`src/rtl/mmu_req_arbiter.sv`:
```
// Round-robin arbiter sharing one MMU translation port among NumReq requesters.
// Optional BUSY watchdog is enabled by defining MMU_REQ_ARB_TIMEOUT_EN.
module mmu_req_arbiter #(
    parameter int unsigned NumReq        = 2,
    parameter int unsigned TimeoutCycles = 255,
    parameter int unsigned VLEN          = 39,
    parameter int unsigned PLEN          = 56,
    parameter int unsigned ExWidth       = 129
) (
    input  logic                             clk_i,
    input  logic                             rst_ni,
    input  logic [NumReq-1:0]                req_i,
    input  logic [NumReq-1:0][VLEN-1:0]      vaddr_i,
    input  logic [NumReq-1:0]                is_store_i,
    input  logic [NumReq-1:0][ExWidth-1:0]   misaligned_ex_i,
    output logic [NumReq-1:0]                valid_o,
    output logic [PLEN-1:0]                  paddr_o,
    output logic [ExWidth-1:0]               exception_o,
    output logic [NumReq-1:0]                timeout_o,
    output logic                             busy_o,
    output logic                             acc_mmu_req_o,
    output logic [VLEN-1:0]                  acc_mmu_vaddr_o,
    output logic                             acc_mmu_is_store_o,
    output logic [ExWidth-1:0]               acc_mmu_misaligned_ex_o,
    input  logic                             acc_mmu_valid_i,
    input  logic [PLEN-1:0]                  acc_mmu_paddr_i,
    input  logic [ExWidth-1:0]               acc_mmu_exception_i
);

    localparam int unsigned RrW = (NumReq > 1) ? $clog2(NumReq) : 1;
    localparam logic [RrW-1:0] LastIdx = RrW'(NumReq - 1);

    typedef enum logic {
        IDLE,
        BUSY
    } state_e;

    state_e               state_q, state_d;
    logic [RrW-1:0]       rr_q, rr_d;
    logic [RrW-1:0]       gnt_q, gnt_d;
    logic [NumReq-1:0]    mask_q, mask_d;
    logic [VLEN-1:0]      vaddr_q, vaddr_d;
    logic                 is_store_q, is_store_d;
    logic [ExWidth-1:0]   mis_ex_q, mis_ex_d;

    logic [NumReq-1:0]    gnt_oh;
    logic [NumReq-1:0]    eligible;
    logic                 active;
    logic                 complete;
    logic                 tmo_hit;
    logic                 done;
    logic                 found;
    int unsigned          idx;

    // Outputs are gated by reset so they read 0 even before the first clock edge.
    assign active   = rst_ni && (state_q == BUSY);
    assign complete = active && acc_mmu_valid_i;
    assign done     = complete || tmo_hit;

    for (genvar gi = 0; gi < NumReq; gi++) begin : g_gnt_oh
        assign gnt_oh[gi] = (gnt_q == RrW'(gi));
    end

`ifdef MMU_REQ_ARB_TIMEOUT_EN
    localparam int unsigned CntW = $clog2(TimeoutCycles + 1);

    logic [CntW-1:0] cnt_q, cnt_d;

    // Counter restarts every time the FSM is outside BUSY, so it is 0 on BUSY entry.
    always_comb begin
        cnt_d = '0;
        if (state_q == BUSY) begin
            cnt_d = cnt_q + CntW'(1);
        end
    end

    always_ff @(posedge clk_i) begin
        if (!rst_ni) begin
            cnt_q <= '0;
        end else begin
            cnt_q <= cnt_d;
        end
    end

    assign tmo_hit   = active && !acc_mmu_valid_i && (cnt_q == CntW'(TimeoutCycles));
    assign timeout_o = gnt_oh & {NumReq{tmo_hit}};
`else
    assign tmo_hit   = 1'b0;
    assign timeout_o = '0;
`endif

    assign valid_o                 = gnt_oh & {NumReq{done}};
    assign paddr_o                 = complete ? acc_mmu_paddr_i : '0;
    assign exception_o             = complete ? acc_mmu_exception_i : '0;
    assign busy_o                  = active;
    assign acc_mmu_req_o           = active;
    assign acc_mmu_vaddr_o         = active ? vaddr_q : '0;
    assign acc_mmu_is_store_o      = active && is_store_q;
    assign acc_mmu_misaligned_ex_o = active ? mis_ex_q : '0;

    assign eligible = req_i & ~mask_q;

    always_comb begin
        state_d    = state_q;
        rr_d       = rr_q;
        gnt_d      = gnt_q;
        mask_d     = '0;
        vaddr_d    = vaddr_q;
        is_store_d = is_store_q;
        mis_ex_d   = mis_ex_q;
        found      = 1'b0;
        idx        = 0;
        case (state_q)
            IDLE: begin
                // Search upward from rr_q with wrap; the first eligible requester wins.
                for (int unsigned i = 0; i < NumReq; i++) begin
                    idx = 32'(rr_q) + i;
                    if (idx >= NumReq) begin
                        idx = idx - NumReq;
                    end
                    if (!found && eligible[idx]) begin
                        found      = 1'b1;
                        gnt_d      = RrW'(idx);
                        vaddr_d    = vaddr_i[idx];
                        is_store_d = is_store_i[idx];
                        mis_ex_d   = misaligned_ex_i[idx];
                        state_d    = BUSY;
                    end
                end
            end
            BUSY: begin
                if (done) begin
                    state_d = IDLE;
                    mask_d  = gnt_oh;
                    rr_d    = (gnt_q == LastIdx) ? '0 : gnt_q + RrW'(1);
                end
            end
            default: state_d = IDLE;
        endcase
    end

    always_ff @(posedge clk_i) begin
        if (!rst_ni) begin
            state_q    <= IDLE;
            rr_q       <= '0;
            gnt_q      <= '0;
            mask_q     <= '0;
            vaddr_q    <= '0;
            is_store_q <= 1'b0;
            mis_ex_q   <= '0;
        end else begin
            state_q    <= state_d;
            rr_q       <= rr_d;
            gnt_q      <= gnt_d;
            mask_q     <= mask_d;
            vaddr_q    <= vaddr_d;
            is_store_q <= is_store_d;
            mis_ex_q   <= mis_ex_d;
        end
    end

endmodule
```
`config.mk`:
```
export PLATFORM = sky130hd
export DESIGN_NAME = mmu_req_arbiter
export DESIGN_NICKNAME = d
export VERILOG_FILES = /design/src/rtl/mmu_req_arbiter.sv
export SDC_FILE = /design/constraint.sdc
export NUM_CORES = 1
export LEC_CHECK = 0
export ABC_AREA = 1
export BUFFER_PORTS_ARGS = -buffer_cell sky130_fd_sc_hd__buf_2
export CELL_PAD_IN_SITES_DETAIL_PLACEMENT = 1
export CELL_PAD_IN_SITES_GLOBAL_PLACEMENT = 1
export CORE_AREA = 4 4 345 347
export CTS_CLUSTER_SIZE = 24
export DETAILED_ROUTE_END_ITERATION = 8
export DIE_AREA = 0 0 349 351
export PLACE_DENSITY_LB_ADDON = 0.2
export SLEW_MARGIN = 20
export SYNTH_ARGS = -nofsm -noshare
export SYNTH_HDL_FRONTEND = slang
export SYNTH_SLANG_ARGS = --single-unit
```
`constraint.sdc`:
```
create_clock -name clk_i -period 3.4 [get_ports clk_i]
set_input_delay 0.17 -clock clk_i [delete_from_list [all_inputs] [get_ports clk_i]]
set_output_delay 0.17 -clock clk_i [all_outputs]
set_load 0.01 [all_outputs]
```
==> impl_metrics.yaml <==
global_route:
  met1_usage_pct: 25.7
  grt_pass1_vias: 21700
  grt_use_met3_pct: 4.82
  globalRouteMet2Util_pct: 30.4
  grt_first_pass_wirelength_microns: 166000
  top_usage_layer: "met2"
  antenna_found_initial: 68
  grt_max_degree: 214
  grt_usage_pct: 18.7
  grt_overflow: 0
sta:
  tightest_slew_ps: 1150
  slew_headroom_pct: 23.1
  setup_viol: 0
  drv_slew: 0
  tns_ps: 0
  fin_crit_ps: 2770
  skew_ps: 30.7
  holdWs_ps: 77.9
  hold_viol_final: 0
  max_freq_ghz: 0.362
  rsz0062_at_grt: "false"
  timing.final.crit_share_pct: 81.3
floorplan:
  die_h_microns: 351
  core-area_sq_um: 116000
  chipWidth_microns: 349
  die_area_sq_um: 122000
  start_util_pct: 13.9
  pin_count: 888
  placementRows: 125
detailed_routing:
  wire_per_inst_microns: 21.9
  viasPerCell: 4.04
  detail-route-antenna-nets: 0
  initialDrtViolationCount: 994
  drt_pass1_iterations: 4
  wirelength_microns: 119000
  drcViolationCount: 0
  dr_total_vias: 22000
finish:
  area_delta_synth_final_pct: 39.6
  fin_cells: 5431
  finalNetCount: 4402
  layout_common_cells: "885 x buf_2, 848 x nand2_1, 694 x inv_1"
  mostFrequentLayoutCell: "buf_2"
  drive_gt1_share_pct: 24.7
clock_tree:
  tritoncts: "done"
  clkSinkCount: 174
  cts_made_buffers: 17
  postCtsHoldBufs: 2
  clkSlewWorstSetupHoldPaths_ps: 100
  clockBufferDepth: 2
  clk_latency_ps: 510
  clock-root-buffer: "clkbuf_16"
  cts_max_level: 4
  cts_setup_buffers: 0
  cts_resized: 0
yosys:
  yosysWarnings: 0
  synthDistinctLibCells: 20
  yosysSeqAreaShare_pct: 21.7
  synth_top_cell_area_share_pct: 21.7
  ys_ff_latch: 174
  avgSynthCellArea_sq_um: 5.05
  synthesis.area_sq_um: 16100
  synth_area_leader_cell: "dfxtp_1"
  synth_area_leaders: "dfxtp_1 22%, nand2_1 20%, inv_1 16%"
  postSynthCellCount: 3179
placement:
  io_buffers: 885
  gp_congestion: 0.911
  dp_cells: 5377
  hpwl_microns: 92100
setup_path:
  worstPathRequired_ps: 3230
  rr_worst_depth: 8
  worstPathArrival_ps: 2600
  critPathCaptureType: "primary output"
  critical_path_class: "flop to primary output"
  setup.worst_path.start_class: "flop"
  cp_max_fo: 53
min_path:
  hold_class: "input pin to flop"
  min_path_cells: 5
power:
  vdd_drop_max_mv: 0.399
  power_density_nw_per_um2: 327
  power.leakage_nw: 13.4
run_status:
  status: "completed"
flow_run:
  max_cap_viol_count: 0
## synth_stat cells
| cell type | number |
|---|---|
| inv_1 | 694 |
| a21oi_1 | 339 |
| nand3_4 | 1 |
| buf_2 | 75 |
| nor2_1 | 527 |
| conb_1 | 1 |
| buf_1 | 16 |
| a211oi_1 | 1 |
| dfxtp_1 | 174 |
| buf_4 | 7 |
| nand2_1 | 850 |
| inv_2 | 5 |
| nand4_1 | 170 |
| nand2_4 | 2 |
| inv_4 | 1 |
| nand3_2 | 2 |
| buf_6 | 10 |
| clkbuf_1 | 134 |
| nand3_1 | 169 |
| o22ai_1 | 1 |
## power by group
group | total (W) | switching (W) | internal, W
clock network | 0.00221 | 0.00117 | 0.00103
logic | 0.00272 | 0.00180 | 0.000920
registers | 0.00241 | 0.000131 | 0.00227
## path summary, 6_finish.rpt
path,end,from,slack (ps)
setup / recovery,acc_mmu_vaddr_o[37],state_q,630
hold / removal,vaddr_q[17],vaddr_i[56],80
setup reg to reg,mis_ex_q[23],mask_q[1],1230
hold reg to reg,mask_q[0],gnt_q,460
## layer usage
| metal | routed length [microns] | vias to the layer above |
|---|---|---|
| li1 | - | 10900 |
| met1 | 57400 | 10300 |
| met2 | 53200 | 623 |
| met3 | 7490 | 108 |
| met4 | 866 | 38 |
| met5 | 240 | - |
## metrics by stage
step | setup WS [ps] | util (%) | area (sq um) | total power (W)
after floorplan | 1960 | - | 16100 | 0.00403
after global placement | 1180 | 18.8 | 21800 | 0.00522
after detailed placement | 1160 | 18.8 | 21800 | 0.00523
after CTS | 568 | 19.3 | 22400 | 0.00755
after global routing | 484 | 19.3 | 22400 | 0.00790
final | 635 | 19.4 | 22400 | 0.00733
## registers in the layout, summed over array words and instances (netlist names)
register    count
gnt_q           1
is_store_q      1
mask_q          2
mis_ex_q      129
rr_q            1
state_q         1
vaddr_q        39
## logic make-up after synthesis
| group | Yosys count | synth area share (%) |
|---|---|---|
| buffers and inverters | 942 | 23.2 |
| DFF | 174 | 21.7 |
| AOI/OAI and AO/OA | 341 | 10.6 |
| and+or+nand+nor | 1721 | 44.4 |
| other | 1 | 0.0233 |
## cell type report
cell class | count | area [sq um]
Tap cell | 1524 | 1910
Clock buffer | 20 | 467
Timing Repair Buffer | 917 | 4850
Antenna cell | 20 | 50.0
Inverter | 700 | 2640
Fill cell | 15100 | 93500
Sequential cell | 174 | 3490
Clock inverter | 12 | 120
Multi-Input combinational cell | 2064 | 8900
## worst max-delay path, stage by stage, from the launching register on
cell and delay [ps]:
dfxtp_1 350, nand2_4 100, buf_4 440, buf_4 600, nor2_1 300, buf_2 230
Note: power is estimated with default switching activity, not from simulation.
